===== config.mk =====
export PLATFORM = sky130hd
export DESIGN_NAME = m_imem_loader
export DESIGN_NICKNAME = d
export VERILOG_FILES = /design/src/rtl/m_imem_loader_pkg.sv /design/src/rtl/m_imem_loader_packer.sv /design/src/rtl/m_imem_loader.sv
export SDC_FILE = /design/constraint.sdc
export NUM_CORES = 1
export LEC_CHECK = 0
export ABC_CLOCK_PERIOD_IN_PS = 2380
export CAP_MARGIN = 0
export CELL_PAD_IN_SITES_DETAIL_PLACEMENT = 1
export CELL_PAD_IN_SITES_GLOBAL_PLACEMENT = 1
export CORE_ASPECT_RATIO = 0.6
export CORE_UTILIZATION = 41
export CTS_BUF_LIST = sky130_fd_sc_hd__clkbuf_4 sky130_fd_sc_hd__clkbuf_8
export DETAILED_ROUTE_END_ITERATION = 8
export GPL_ROUTABILITY_DRIVEN = 0
export HOLD_SLACK_MARGIN = 0.15
export PLACE_DENSITY_LB_ADDON = 0.1
export SLEW_MARGIN = 20
export SYNTH_ARGS = -nofsm -noshare
export SYNTH_HDL_FRONTEND = slang
export SYNTH_SLANG_ARGS = --single-unit

===== constraint.sdc =====
create_clock -name w_clk -period 2.38 [get_ports w_clk]
set_input_delay 0.595 -clock w_clk [delete_from_list [all_inputs] [get_ports w_clk]]
set_output_delay 0.595 -clock w_clk [all_outputs]
set_load 0.05 [all_outputs]

===== src/rtl/m_imem_loader_pkg.sv =====
// Shared definitions for the boot-time instruction-memory loader.
// Holds the FSM state encodings, stream framing constants and the
// capacity helper used to bound the header word count.
package m_imem_loader_pkg;

  typedef enum logic [2:0] {
    S_HDR0 = 3'd0,
    S_HDR1 = 3'd1,
    S_WORD = 3'd2,
    S_CHK  = 3'd3,
    S_DONE = 3'd4,
    S_ERR  = 3'd5
  } state_t;

  localparam int HDR_BYTES      = 2;
  localparam int BYTES_PER_WORD = 4;
  localparam int DEF_ADDR_W     = 12;

  // Memory capacity in words, 2^addr_w; 17 bits so a 16-bit header
  // count can be compared against it without overflow.
  function automatic logic [16:0] f_capacity(input int addr_w);
    return 17'(1) << addr_w;
  endfunction

  localparam logic [16:0] DEF_CAPACITY = f_capacity(DEF_ADDR_W);

endpackage


===== src/rtl/m_imem_loader_packer.sv =====
// m_byte_packer: assembles four LSB-first bytes into a 32-bit word.
// Latency: combinational word-valid/word on the cycle the 4th byte is offered.
// Backpressure: none; consumes every byte presented on w_byte_vld.
// Ports: w_clk/w_rst (sync, active-high), w_flush clears position and
//   partial data, w_byte_vld/w_byte input byte, w_word_vld/w_word output.
module m_byte_packer (
  input  logic        w_clk,
  input  logic        w_rst,
  input  logic        w_flush,
  input  logic        w_byte_vld,
  input  logic [7:0]  w_byte,
  output logic        w_word_vld,
  output logic [31:0] w_word
);

  logic [1:0]  r_idx;
  // Only the first three bytes need storage; the fourth is taken straight
  // from the input lane when the word completes.
  logic [23:0] r_sr;

  assign w_word_vld = w_byte_vld && (r_idx == 2'd3);
  assign w_word     = {w_byte, r_sr};

  always_ff @(posedge w_clk) begin
    if (w_rst || w_flush) begin
      r_idx <= 2'd0;
      r_sr  <= 24'd0;
    end else if (w_byte_vld) begin
      r_idx <= r_idx + 2'd1;
      r_sr  <= {w_byte, r_sr[23:8]};
    end
  end

endmodule


===== src/rtl/m_imem_loader.sv =====
// m_imem_loader: boot loader writing a framed byte stream into instruction
//   memory and holding the core in reset until the image is in place.
// Latency: write strobe one cycle after the 4th byte of a word transfers.
// Backpressure: ready only in header/payload/checksum states, never stalls
//   mid-payload; drops ready once done or in error.
// Optional feature macro: IMEM_LOADER_CHECKSUM_EN (adds 4-byte sum check).
// Ports: w_clk, w_rst (sync active-high); w_rx_data/w_rx_valid/r_rx_ready
//   byte handshake; r_mem_we/r_mem_addr/r_mem_din memory write port;
//   r_proc_rst core reset; r_done/r_err sticky status; r_words word count.
module m_imem_loader
  import m_imem_loader_pkg::*;
#(
  parameter int ADDR_W = DEF_ADDR_W
) (
  input  logic              w_clk,
  input  logic              w_rst,
  input  logic [7:0]        w_rx_data,
  input  logic              w_rx_valid,
  output logic              r_rx_ready,
  output logic              r_mem_we,
  output logic [ADDR_W-1:0] r_mem_addr,
  output logic [31:0]       r_mem_din,
  output logic              r_proc_rst,
  output logic              r_done,
  output logic              r_err,
  output logic [ADDR_W:0]   r_words
);

  localparam logic [16:0] CAPACITY = f_capacity(ADDR_W);

  state_t        r_state;
  logic [15:0]   r_n;

  logic          w_xfer;
  logic [15:0]   w_n;
  logic          w_flush;
  logic          w_pk_vld;
  logic          w_word_vld;
  logic [31:0]   w_word;
  logic [ADDR_W:0] w_words_nxt;

`ifdef IMEM_LOADER_CHECKSUM_EN
  logic [31:0]   r_sum;
`endif

  assign w_xfer      = w_rx_valid && r_rx_ready;
  assign w_n         = {w_rx_data, r_n[7:0]};
  // Packer starts every payload from byte position 0.
  assign w_flush     = w_xfer && (r_state == S_HDR1);
  assign w_pk_vld    = w_xfer && ((r_state == S_WORD) || (r_state == S_CHK));
  assign w_words_nxt = r_words + 1'b1;

  m_byte_packer u_packer (
    .w_clk      (w_clk),
    .w_rst      (w_rst),
    .w_flush    (w_flush),
    .w_byte_vld (w_pk_vld),
    .w_byte     (w_rx_data),
    .w_word_vld (w_word_vld),
    .w_word     (w_word)
  );

  always_ff @(posedge w_clk) begin
    if (w_rst) begin
      r_state    <= S_HDR0;
      r_n        <= 16'd0;
      r_rx_ready <= 1'b0;
      r_mem_we   <= 1'b0;
      r_mem_addr <= '0;
      r_mem_din  <= 32'd0;
      r_proc_rst <= 1'b1;
      r_done     <= 1'b0;
      r_err      <= 1'b0;
      r_words    <= '0;
`ifdef IMEM_LOADER_CHECKSUM_EN
      r_sum      <= 32'd0;
`endif
    end else begin
      r_mem_we <= 1'b0;
      case (r_state)
        S_HDR0: begin
          r_rx_ready <= 1'b1;
          if (w_xfer) begin
            r_n[7:0] <= w_rx_data;
            r_state  <= S_HDR1;
          end
        end

        S_HDR1: begin
          if (w_xfer) begin
            r_n <= w_n;
            if (w_n == 16'd0) begin
`ifdef IMEM_LOADER_CHECKSUM_EN
              r_state    <= S_CHK;
`else
              // Nothing was written, so the core may start immediately.
              r_state    <= S_DONE;
              r_rx_ready <= 1'b0;
              r_done     <= 1'b1;
              r_proc_rst <= 1'b0;
`endif
            end else if ({1'b0, w_n} > CAPACITY) begin
              r_state    <= S_ERR;
              r_rx_ready <= 1'b0;
              r_err      <= 1'b1;
            end else begin
              r_state <= S_WORD;
            end
          end
        end

        S_WORD: begin
          if (w_word_vld) begin
            r_mem_we   <= 1'b1;
            r_mem_addr <= r_words[ADDR_W-1:0];
            r_mem_din  <= w_word;
            r_words    <= w_words_nxt;
`ifdef IMEM_LOADER_CHECKSUM_EN
            r_sum      <= r_sum + w_word;
`endif
            if (16'(w_words_nxt) == r_n) begin
`ifdef IMEM_LOADER_CHECKSUM_EN
              r_state    <= S_CHK;
`else
              // Done is raised from S_DONE one cycle later, so it never
              // overlaps the final write strobe.
              r_state    <= S_DONE;
              r_rx_ready <= 1'b0;
`endif
            end
          end
        end

`ifdef IMEM_LOADER_CHECKSUM_EN
        S_CHK: begin
          // The last payload write is at least four cycles old here, so
          // done can be raised directly on a match.
          if (w_word_vld) begin
            r_rx_ready <= 1'b0;
            if (w_word == r_sum) begin
              r_state    <= S_DONE;
              r_done     <= 1'b1;
              r_proc_rst <= 1'b0;
            end else begin
              r_state <= S_ERR;
              r_err   <= 1'b1;
            end
          end
        end
`endif

        S_DONE: begin
          r_rx_ready <= 1'b0;
          r_done     <= 1'b1;
          r_proc_rst <= 1'b0;
        end

        S_ERR: begin
          r_rx_ready <= 1'b0;
          r_err      <= 1'b1;
          r_proc_rst <= 1'b1;
        end

        default: begin
          r_state    <= S_ERR;
          r_rx_ready <= 1'b0;
          r_err      <= 1'b1;
        end
      endcase
    end
  end

endmodule

==> results.py, run 1 <==
metrics = {
    "synthesis": {
        "ys_seq_elements": 107,
        "yosys-top-cells-count": "nand2_1, dfxtp_1, a21oi_1",
        "syn_inst": 549,
        "syn_nets": 562,
        "synth_edf_count": 0,
        "synth_area_leaders": "dfxtp_1, nand2_1, a21oi_1",
        "ys_seq_area_frac": 0.4800,
        "synth_top_cell_by_area": "dfxtp_1",
        "postSynthAreaPerCell_um2": 8.129,
        "ys.warnings.count": 0,
        "async_flop_share": 0,
        "ys_types": 51,
        "yosysMostFrequentCell": "nand2_1",
        "synth_flop_cell": "dfxtp_1",
        "synth_top_area_share": 0.4800,
        "netlist_area_um2": 4463,
    },
    "floorplan": {
        "coreArea_um2": 10560,
        "die_x_um": 136.7,
        "start_util": 0.4227,
        "dieArea_um2": 11320,
        "die_y_um": 82.82,
        "io_pins": 73,
        "num_rows": 29,
    },
    "global_routing": {
        "grt_max_degree": 38,
        "track_usage": 0.2550,
        "overflow": 0,
        "grt_pass1_wl_um": 22160,
        "grt_pass1_vias": 4171,
        "antenna_found_initial": 0,
    },
    "sta": {
        "finalCriticalPeriod_ns": 2.313,
        "worst_pin_slew_ns": 0.5084,
        "fin_ws_ns": 0.06728,
        "slew_headroom": 0.6600,
        "hold_violations": 0,
        "slew_viol_final": 0,
        "skew_ns": 0.009486,
        "setup_viol": 0,
        "period_share": 0.9717,
        "setup-tns-final_ns": 0,
        "max_freq_mhz": 432.4,
    },
    "hold_path": {
        "hp-class": "reg2reg",
    },
    "clock_tree": {
        "cts_root_buf": "clkbuf_8",
        "clock_path_buffers": 2,
        "clock-sinks": 107,
        "hold_buffers": 0,
        "path_clk_slew_ns": 0.10,
        "tritoncts": "yes",
        "cts_max_level": 3,
        "cts_made_buffers": 9,
        "insertion_delay_ns": 0.37,
    },
    "status": {
        "status": "completed",
    },
    "detailed_routing": {
        "wirelength_um": 13960,
        "viasPerCell": 5.374,
        "drt_iter0_drc": 244,
        "via_count": 4170,
        "ant_nets": 0,
        "route.detailed.drc": 0,
        "drt_pass1_iterations": 5,
        "wire_per_inst_um": 17.98,
    },
    "placement": {
        "io_buffers": 72,
        "pre_cts_ws_ns": -0.3527,
        "dp_hpwl_um": 10030,
    },
    "pwr": {
        "total_power_mw": 3.232,
        "ir_drop_v": 0.0002657,
        "powerDensity_nw_per_um2": 561.6,
        "power.leakage_nw": 2.052,
    },
    "setup_path": {
        "critPathTopFamily": "buffers and inverters",
        "cp.arrival_ns": 1.72,
        "cp_max_fo": 7,
        "cpMaxStageDelayCell": "clkdlybuf4s50_1",
        "max_stage_delay_ns": 0.86,
        "crit_chain": "clkdlybuf4s50_1",
        "cp_num_buf_inv": 1,
        "startpoint_type": "flip-flop",
        "crit_type": "reg2out",
        "end_kind": "primary output",
        "cp.required_ns": 1.78,
    },
    "cells_and_area": {
        "layout-drive-gt1-share": 0.1209,
        "diodes": 0,
        "fin_util": 0.5450,
        "nFillCells": 1285,
        "syn_to_final_growth_pct": 28.93,
        "final_nets": 646,
    },
    "run": {
        "max-cap-violations": 0,
    },
}
-- cells in the final DEF (no fill, tap or decap), drive strengths merged, types with 4 or more instances in the layout --
cell / count
a21oi: 75
nand3: 10
o21ai: 7
nand4: 7
nor4: 6
nand2: 154
xnor2: 13
clkbuf: 10
mux2i: 16
clkdlybuf4s50: 66
buf: 48
xor2: 12
nand3b: 4
and3: 4
inv: 6
nor2: 40
dfxtp: 107
-- sequential cells by signal, summed over array words and instances, names as in the netlist, 2 cells and up --
signal	flops
r_mem_din	32
r_state	3
u_packer.r_sr	24
u_packer.r_idx	2
r_n	16
r_mem_addr	12
r_words	13
-- power by group --
part	switching [mW]	internal (mW)
Combinational	0.152	0.117
Sequential	0.0333	1.81
Clock	0.625	0.492
Total	0.810	2.42
-- area by class of cell --
| class | count | area [um^2] | area share |
|---|---|---|---|
| sequential | 107 | 2142 | 0.3723 |
| multi-input combinational | 394 | 2136 | 0.3712 |
| timing repair buffer | 116 | 1099 | 0.1909 |
| tap | 139 | 173.9 | 0.03022 |
| clock buffer | 10 | 131.4 | 0.02283 |
| clock inverter | 5 | 53.80 | 0.009350 |
| inverter | 5 | 18.77 | 0.003262 |
-- per-layer routing --
layer,vias up,part of all wire,track usage
met2,116,0.42,0.3627
met3,15,0.048,0.05861
li1,2013,-,-
met4,0,0.010,0.05354
met1,2026,0.52,0.3870
met5,-,0,0
-- logic make-up after synthesis --
family	count (synthesis)	share of synthesized area
simple gates	246	0.2450
flops	107	0.4800
compound gates	105	0.1354
mux	16	0.03588
fa+ha+maj	2	0.005606
buf+inv	48	0.04906
xor+xnor	25	0.04906
-- stage by stage --
stage / instances / area [um^2] / hold slack [ns]
4_1_cts: 776 / 5734 / 0.4638
2_1_floorplan: 549 / 4463 / 0.4322
3_5_place_dp: 761 / 5539 / 0.4498
5_1_grt: 776 / 5754 / 0.4758
3_3_place_gp: 761 / 5539 / 0.4432
6_report: 776 / 5754 / 0.4578
-- worst min-delay path: stages (launching register included) --
cell     delay [ns]
dfxtp_1        0.32
nand2_1        0.05
a21oi_1        0.05
-- timing repair --
action,CTS,global route
setup buffers,0,0
hold endpoints to repair,0,0
pin swaps,0,2
setup endpoints to repair,5,3
resized for setup,3,4
-- final timing paths --
path	startpoint	end	slack [ns]	cells past startpoint
worst min register to register	r_mem_din[5]$_SDFFE_PP0P_	r_mem_din[5]$_SDFFE_PP0P_	0.46	2
worst min-delay path	r_mem_din[5]$_SDFFE_PP0P_	r_mem_din[5]$_SDFFE_PP0P_	0.46	2
worst max register to register	r_words[0]$_SDFFE_PP0P_	r_state[1]$_SDFFE_PP0P_	0.10	7
worst max-delay path	r_words[7]$_SDFFE_PP0P_	r_words[7]	0.07	1
(Power assumes the default switching activity.)
==> inputs of run 2 (changes only) <==
--- a/config.mk
+++ b/config.mk
@@ -5,18 +5,19 @@
 export SDC_FILE = /design/constraint.sdc
 export NUM_CORES = 1
 export LEC_CHECK = 0
+export ABC_AREA = 1
 export ABC_CLOCK_PERIOD_IN_PS = 2380
 export CAP_MARGIN = 0
 export CELL_PAD_IN_SITES_DETAIL_PLACEMENT = 1
 export CELL_PAD_IN_SITES_GLOBAL_PLACEMENT = 1
 export CORE_ASPECT_RATIO = 0.6
-export CORE_UTILIZATION = 41
+export CORE_UTILIZATION = 39
 export CTS_BUF_LIST = sky130_fd_sc_hd__clkbuf_4 sky130_fd_sc_hd__clkbuf_8
 export DETAILED_ROUTE_END_ITERATION = 8
 export GPL_ROUTABILITY_DRIVEN = 0
 export HOLD_SLACK_MARGIN = 0.15
 export PLACE_DENSITY_LB_ADDON = 0.1
-export SLEW_MARGIN = 20
+export SLEW_MARGIN = 5
 export SYNTH_ARGS = -nofsm -noshare
 export SYNTH_HDL_FRONTEND = slang
 export SYNTH_SLANG_ARGS = --single-unit
==> run 2 against run 1 <==
  * The flow now finishes with violations (DRC)
  * First-iteration DRC count shrank 0.41%
  * Sequential cell count unchanged
  * Worst hold slack better by 0.0096 ns
  * Cell area down 3.7%
  * Non-clock buffer count is 23 lower
  * Area after synthesis shrank 2.3%
  * Highest routed layer unchanged
  * Register-to-register slack improved by 0.18 ns
==> results.py, run 2 <==
metrics = {
    "cells_and_area": {
        "mostFrequentLayoutCell": "nand2_1",
        "fin_cells": 829,
        "diodes": 0,
        "largest_register_ffs": 32,
        "syn_to_final_growth_pct": 27.11,
        "mostFrequentLayoutCells": "nand2_1, dfxtp_1, nor2_1",
        "regMostFlops": "r_mem_din",
        "final_nets": 698,
        "layout-drive-gt1-share": 0.07826,
        "top_regs": "r_mem_din (32), u_packer.r_sr (24), r_n (16)",
    },
    "setup_path": {
        "cp.required_ns": 1.78,
        "r2r_slack_ns": 0.28,
        "r2r_start": "r_words[1]$_SDFFE_PP0P_",
        "crit_type": "reg2out",
        "crit_chain": "clkdlybuf4s50_1",
        "critPathTopFamily": "buffers and inverters",
        "cp_num_buf_inv": 1,
        "reg2reg_to": "r_rx_ready$_SDFFE_PP0P_",
        "startpoint_type": "flip-flop",
        "cp.arrival_ns": 1.72,
        "cp_max_fo": 7,
        "max_stage_delay_ns": 0.85,
        "cpMaxStageDelayCell": "clkdlybuf4s50_1",
        "end_kind": "primary output",
        "reg2reg_depth": 14,
    },
    "sta": {
        "skew_ns": 0.01147,
        "period_share": 0.9714,
        "rsz0062_at_grt": "no",
        "slew_viol_final": 0,
        "finalCriticalPeriod_ns": 2.312,
        "worst_pin_slew_ns": 0.6059,
        "fin_hold_ws_ns": 0.4674,
        "setup_viol": 0,
        "hold_violations": 0,
        "max_freq_mhz": 432.5,
        "slew_headroom": 0.5923,
        "setup-tns-final_ns": 0,
    },
    "synthesis": {
        "synth_top_cell_by_area": "dfxtp_1",
        "synth_top_area_share": 0.4911,
        "ys_types": 28,
        "ys_seq_area_frac": 0.4911,
        "syn_inst": 609,
        "synth_edf_count": 0,
        "yosysMostFrequentCell": "nand2_1",
        "syn_nets": 622,
        "yosys-top-cells-count": "nand2_1, dfxtp_1, nor2_1",
        "ys_seq_elements": 107,
        "netlist_area_um2": 4362,
        "synth_flop_cell": "dfxtp_1",
        "async_flop_share": 0,
        "postSynthAreaPerCell_um2": 7.162,
        "synth_area_leaders": "dfxtp_1, nand2_1, nor2_1",
        "ys.warnings.count": 0,
    },
    "pwr": {
        "p_int_mw": 2.440,
        "powerDensity_nw_per_um2": 608.7,
        "switching_power_mw": 0.9342,
        "sequentialPowerShare": 0.553,
        "pwr-share-clk": 0.356,
        "ir_drop_v": 0.0003016,
        "total_power_mw": 3.375,
        "swShare": 0.2768,
        "comb_power_share": 0.091,
        "power.leakage_nw": 2.316,
    },
    "hold_path": {
        "worstHoldPathCells": 2,
        "hp-class": "reg2reg",
        "hold-path-endpoint": "r_n[13]$_SDFFE_PP0P_",
        "hold_start": "r_n[13]$_SDFFE_PP0P_",
    },
    "floorplan": {
        "start_util": 0.4075,
        "io_pins": 73,
        "die_y_um": 83.92,
        "num_rows": 29,
        "dieArea_um2": 11620,
        "coreArea_um2": 10700,
        "die_x_um": 138.5,
    },
    "global_routing": {
        "overflow": 0,
        "grt_max_degree": 44,
        "grt_pass1_vias": 4218,
        "track_usage": 0.2432,
        "grt_pass1_wl_um": 22230,
        "antenna_found_initial": 0,
    },
    "clock_tree": {
        "hold_buffers": 0,
        "clock-sinks": 107,
        "cts_made_buffers": 9,
        "cts_max_level": 3,
        "clock_path_buffers": 2,
        "insertion_delay_ns": 0.38,
        "cts_root_buf": "clkbuf_8",
        "tritoncts": "yes",
        "path_clk_slew_ns": 0.11,
    },
    "detailed_routing": {
        "route.detailed.drc": 8,
        "wire_per_inst_um": 16.33,
        "ant_nets": 0,
        "via_count": 4270,
        "viasPerCell": 5.151,
        "drt_pass1_iterations": 7,
        "drt_iter0_drc": 243,
        "wirelength_um": 13530,
    },
    "placement": {
        "post-place-cells": 813,
        "dp_hpwl_um": 9681,
        "io_buffers": 72,
    },
    "status": {
        "status": "finished, violations left",
        "violations": "DRC",
    },
    "run": {
        "max-cap-violations": 0,
    },
}
==> run 2: cell types whose count changed after synthesis, moves of 16 or more <==
cell	before	now
inv_1	5	41
a21oi_1	75	59
nand2_1	152	130
mux2i_1	16	0
nand3_1	10	26
o21ai_0	7	74
nor2_1	40	105
==> run 2: layout make-up <==
type | count | area (um^2)
inverters | 47 | 176.4
fillers | 1370 | 5160
multi-input cells | 427 | 1937
well taps | 139 | 173.9
clock inverters | 7 | 83.83
flip-flops and latches | 107 | 2143
repair buffers | 93 | 905.9
clock buffers | 9 | 123.9
==> run 2: kinds of logic (layout without fill, tap and decap cells) <==
kind of cell	count (synthesis)	after routing	share of synthesized area
AO/OA/AOI/OAI	139	139	0.1615
buffers and inverters	75	156	0.06770
XOR/XNOR	3	3	0.006025
AND/OR/NAND/NOR	283	283	0.2679
adder cells (fa/ha/maj)	2	2	0.005736
flip-flops	107	107	0.4911
==> run 2: per-layer routing <==
metal | global-route usage | part of all wire | vias to the layer above | wire length, um
met5 | 0 | 0 | - | 0
met2 | 0.3692 | 0.42 | 84 | 5710
li1 | - | - | 2114 | -
met4 | 0.06129 | 0.0092 | 0 | 125
met3 | 0.04934 | 0.040 | 10 | 538
met1 | 0.3498 | 0.53 | 2062 | 7160
==> run 2: how the worst max path moves through the flow <==
stage / start / to / slack, ns / cells past startpoint
global placement: w_rx_valid / r_rx_ready$_SDFFE_PP0P_ / 0.14 / 14
finish: r_words[5]$_SDFFE_PP0P_ / r_words[5] / 0.07 / 1
CTS: r_words[7]$_SDFFE_PP0P_ / r_words[7] / 0.03 / 1
global route: r_words[5]$_SDFFE_PP0P_ / r_words[5] / 0.01 / 1
floorplan: r_words[0]$_SDFFE_PP0P_ / r_rx_ready$_SDFFE_PP0P_ / 0.26 / 14
detailed placement: w_rx_valid / r_rx_ready$_SDFFE_PP0P_ / 0.01 / 14
==> run 2: power by group through the flow <==
stage,logic (mW),registers (mW),clock network (mW)
floorplan,0.147,1.92,0
global placement,0.293,1.91,0
detailed placement,0.302,1.91,0
CTS,0.304,1.87,1.23
global route,0.330,1.87,1.30
finish,0.307,1.87,1.20
==> run 2: stage by stage <==
step	utilization	cell area (um^2)	setup slack, ns
after floorplan	-	4362	0.2626
after global placement	0.4977	5328	0.1395
after detailed placement	0.4977	5328	0.009849
after CTS	0.5171	5535	0.02855
after global routing	0.5179	5544	0.01291
final	0.5179	5544	0.06803
==> run 2: timing repair <==
action                                  CTS  global route
setup buffers                             0             0
resized for setup                         0             3
endpoints found under the setup margin    0             3
==> inputs of run 3 (changes only) <==
--- a/config.mk
+++ b/config.mk
@@ -6,7 +6,6 @@
 export NUM_CORES = 1
 export LEC_CHECK = 0
 export ABC_AREA = 1
-export ABC_CLOCK_PERIOD_IN_PS = 2380
 export CAP_MARGIN = 0
 export CELL_PAD_IN_SITES_DETAIL_PLACEMENT = 1
 export CELL_PAD_IN_SITES_GLOBAL_PLACEMENT = 1
@@ -15,8 +14,10 @@
 export CTS_BUF_LIST = sky130_fd_sc_hd__clkbuf_4 sky130_fd_sc_hd__clkbuf_8
 export DETAILED_ROUTE_END_ITERATION = 8
 export GPL_ROUTABILITY_DRIVEN = 0
+export GPL_TIMING_DRIVEN = 0
 export HOLD_SLACK_MARGIN = 0.15
 export PLACE_DENSITY_LB_ADDON = 0.1
+export REMOVE_ABC_BUFFERS = 1
 export SLEW_MARGIN = 5
 export SYNTH_ARGS = -nofsm -noshare
 export SYNTH_HDL_FRONTEND = slang
==> run 3 against run 2 <==
  * The flow still finishes with violations (DRC)
  * Critical endpoint is now r_words[7]
  * Fmax down 1.3%
  * Non-clock buffer count decreased by 18
  * Worst hold slack improved by 0.0058 ns
  * Critical path depth unchanged
==> results.py, run 3 (synthesis results as in run 2) <==
metrics = {
    "setup_path": {
        "cp.arrival_ns": 1.75,
        "max_stage_delay_ns": 0.86,
        "cp.required_ns": 1.78,
        "cp_num_buf_inv": 1,
        "startpoint_type": "flip-flop",
        "cp_max_fo": 7,
        "critPathTopFamily": "buffers and inverters",
        "crit_chain": "clkdlybuf4s50_1",
        "crit_type": "reg2out",
        "cpMaxStageDelayCell": "clkdlybuf4s50_1",
        "end_kind": "primary output",
    },
    "detailed_routing": {
        "viasPerCell": 5.182,
        "wirelength_um": 12830,
        "route.detailed.drc": 16,
        "ant_nets": 0,
        "wire_per_inst_um": 15.80,
        "drt_pass1_iterations": 7,
        "via_count": 4208,
        "drt_iter0_drc": 233,
    },
    "global_routing": {
        "grt_pass1_wl_um": 21260,
        "grt_pass1_vias": 4223,
        "antenna_found_initial": 0,
        "track_usage": 0.2308,
        "grt_max_degree": 73,
        "overflow": 0,
    },
    "clock_tree": {
        "clock_path_buffers": 2,
        "clock-sinks": 107,
        "insertion_delay_ns": 0.37,
        "cts_max_level": 3,
        "cts_root_buf": "clkbuf_8",
        "hold_buffers": 0,
        "cts_made_buffers": 9,
        "path_clk_slew_ns": 0.10,
        "tritoncts": "yes",
    },
    "sta": {
        "slew_headroom": 0.5332,
        "finalCriticalPeriod_ns": 2.343,
        "max_freq_mhz": 426.7,
        "fin_hold_ws_ns": 0.4732,
        "worst_pin_slew_ns": 0.6994,
        "setup_viol": 0,
        "period_share": 0.9846,
        "slew_viol_final": 0,
        "skew_ns": 0.01078,
        "hold_violations": 0,
    },
    "cells_and_area": {
        "fin_cells": 812,
        "layout-drive-gt1-share": 0.06389,
        "mostFrequentLayoutCell": "nand2_1",
        "mostFrequentLayoutCells": "nand2_1, dfxtp_1, nor2_1",
        "seq_area_um2": 2143,
        "multi_input_area_um2": 1964,
        "nFillCells": 1368,
        "largest_register_ffs": 32,
        "final_cell_area_um2": 5453,
        "syn_to_final_growth_pct": 25.01,
        "final_nets": 681,
        "top_regs": "r_mem_din (32), u_packer.r_sr (24), r_n (16)",
        "diodes": 0,
        "regMostFlops": "r_mem_din",
    },
    "status": {
        "status": "finished, violations left",
        "violations": "DRC",
    },
    "run": {
        "max-cap-violations": 0,
    },
    "floorplan": {
        "start_util": 0.4075,
        "dieArea_um2": 11620,
        "io_pins": 73,
        "die_x_um": 138.5,
        "die_y_um": 83.92,
        "num_rows": 29,
        "coreArea_um2": 10700,
    },
    "placement": {
        "post-place-cells": 793,
        "io_buffers": 72,
        "place_area_um2": 5174,
        "dp_hpwl_um": 8582,
    },
    "hold_path": {
        "hp-class": "reg2reg",
    },
    "pwr": {
        "powerDensity_nw_per_um2": 613.6,
        "ir_drop_v": 0.0002695,
        "power.leakage_nw": 2.236,
        "total_power_mw": 3.346,
    },
}
run 3: where the power goes:
part	leakage (nW)	switching, mW	internal (mW)
clock network	0.107	0.644	0.565
registers	0.864	0.0371	1.83
logic	1.27	0.184	0.0897
total	2.24	0.865	2.48
run 3: path summary, 6_finish.rpt:
| path | from | end | slack, ns | depth (start not counted) |
|---|---|---|---|---|
| min reg2reg | u_packer.r_sr[2]$_SDFFE_PP0P_ | u_packer.r_sr[2]$_SDFFE_PP0P_ | 0.47 | 2 |
| max reg2reg | r_words[0]$_SDFFE_PP0P_ | r_rx_ready$_SDFFE_PP0P_ | 0.23 | 14 |
| min | u_packer.r_sr[2]$_SDFFE_PP0P_ | u_packer.r_sr[2]$_SDFFE_PP0P_ | 0.47 | 2 |
| max | r_words[7]$_SDFFE_PP0P_ | r_words[7] | 0.04 | 1 |
run 3: final cells by class:
| class | count | share of cell area |
|---|---|---|
| Timing Repair Buffer | 75 | 0.1397 |
| Clock inverter | 4 | 0.01010 |
| Inverter | 47 | 0.03580 |
| Multi-Input combinational cell | 428 | 0.3603 |
| Tap cell | 139 | 0.03190 |
| Sequential cell | 107 | 0.3931 |
| Clock buffer | 12 | 0.02914 |
run 3: per-layer routing:
layer,track usage,wire (um)
met5,0,0
met1,0.3267,6371
met3,0.05221,691
met2,0.3558,5677
met4,0.05209,88
run 3: timing repair:
action,in CTS,in global routing
buffers inserted,2,0
endpoints found under the setup margin,96,41
resized for setup,6,6
cloned,1,0
pin swaps,1,0
run 3: stage by stage:
stage	TNS [ns]	utilization	worst slack, ns
after global routing	-0.0004361	0.5094	-0.0004361
after floorplan	-90.14	-	-2.000
after global placement	-330.81	0.4800	-5.136
final	0	0.5094	0.03658
after detailed placement	-83.87	0.4833	-1.239
after CTS	0	0.5067	0.02572
run 3: tightest hold or removal path, cell delays in order, from the launching register on:
cell and delay, ns:
dfxtp_1 0.33, nand2_1 0.06, a21oi_1 0.05
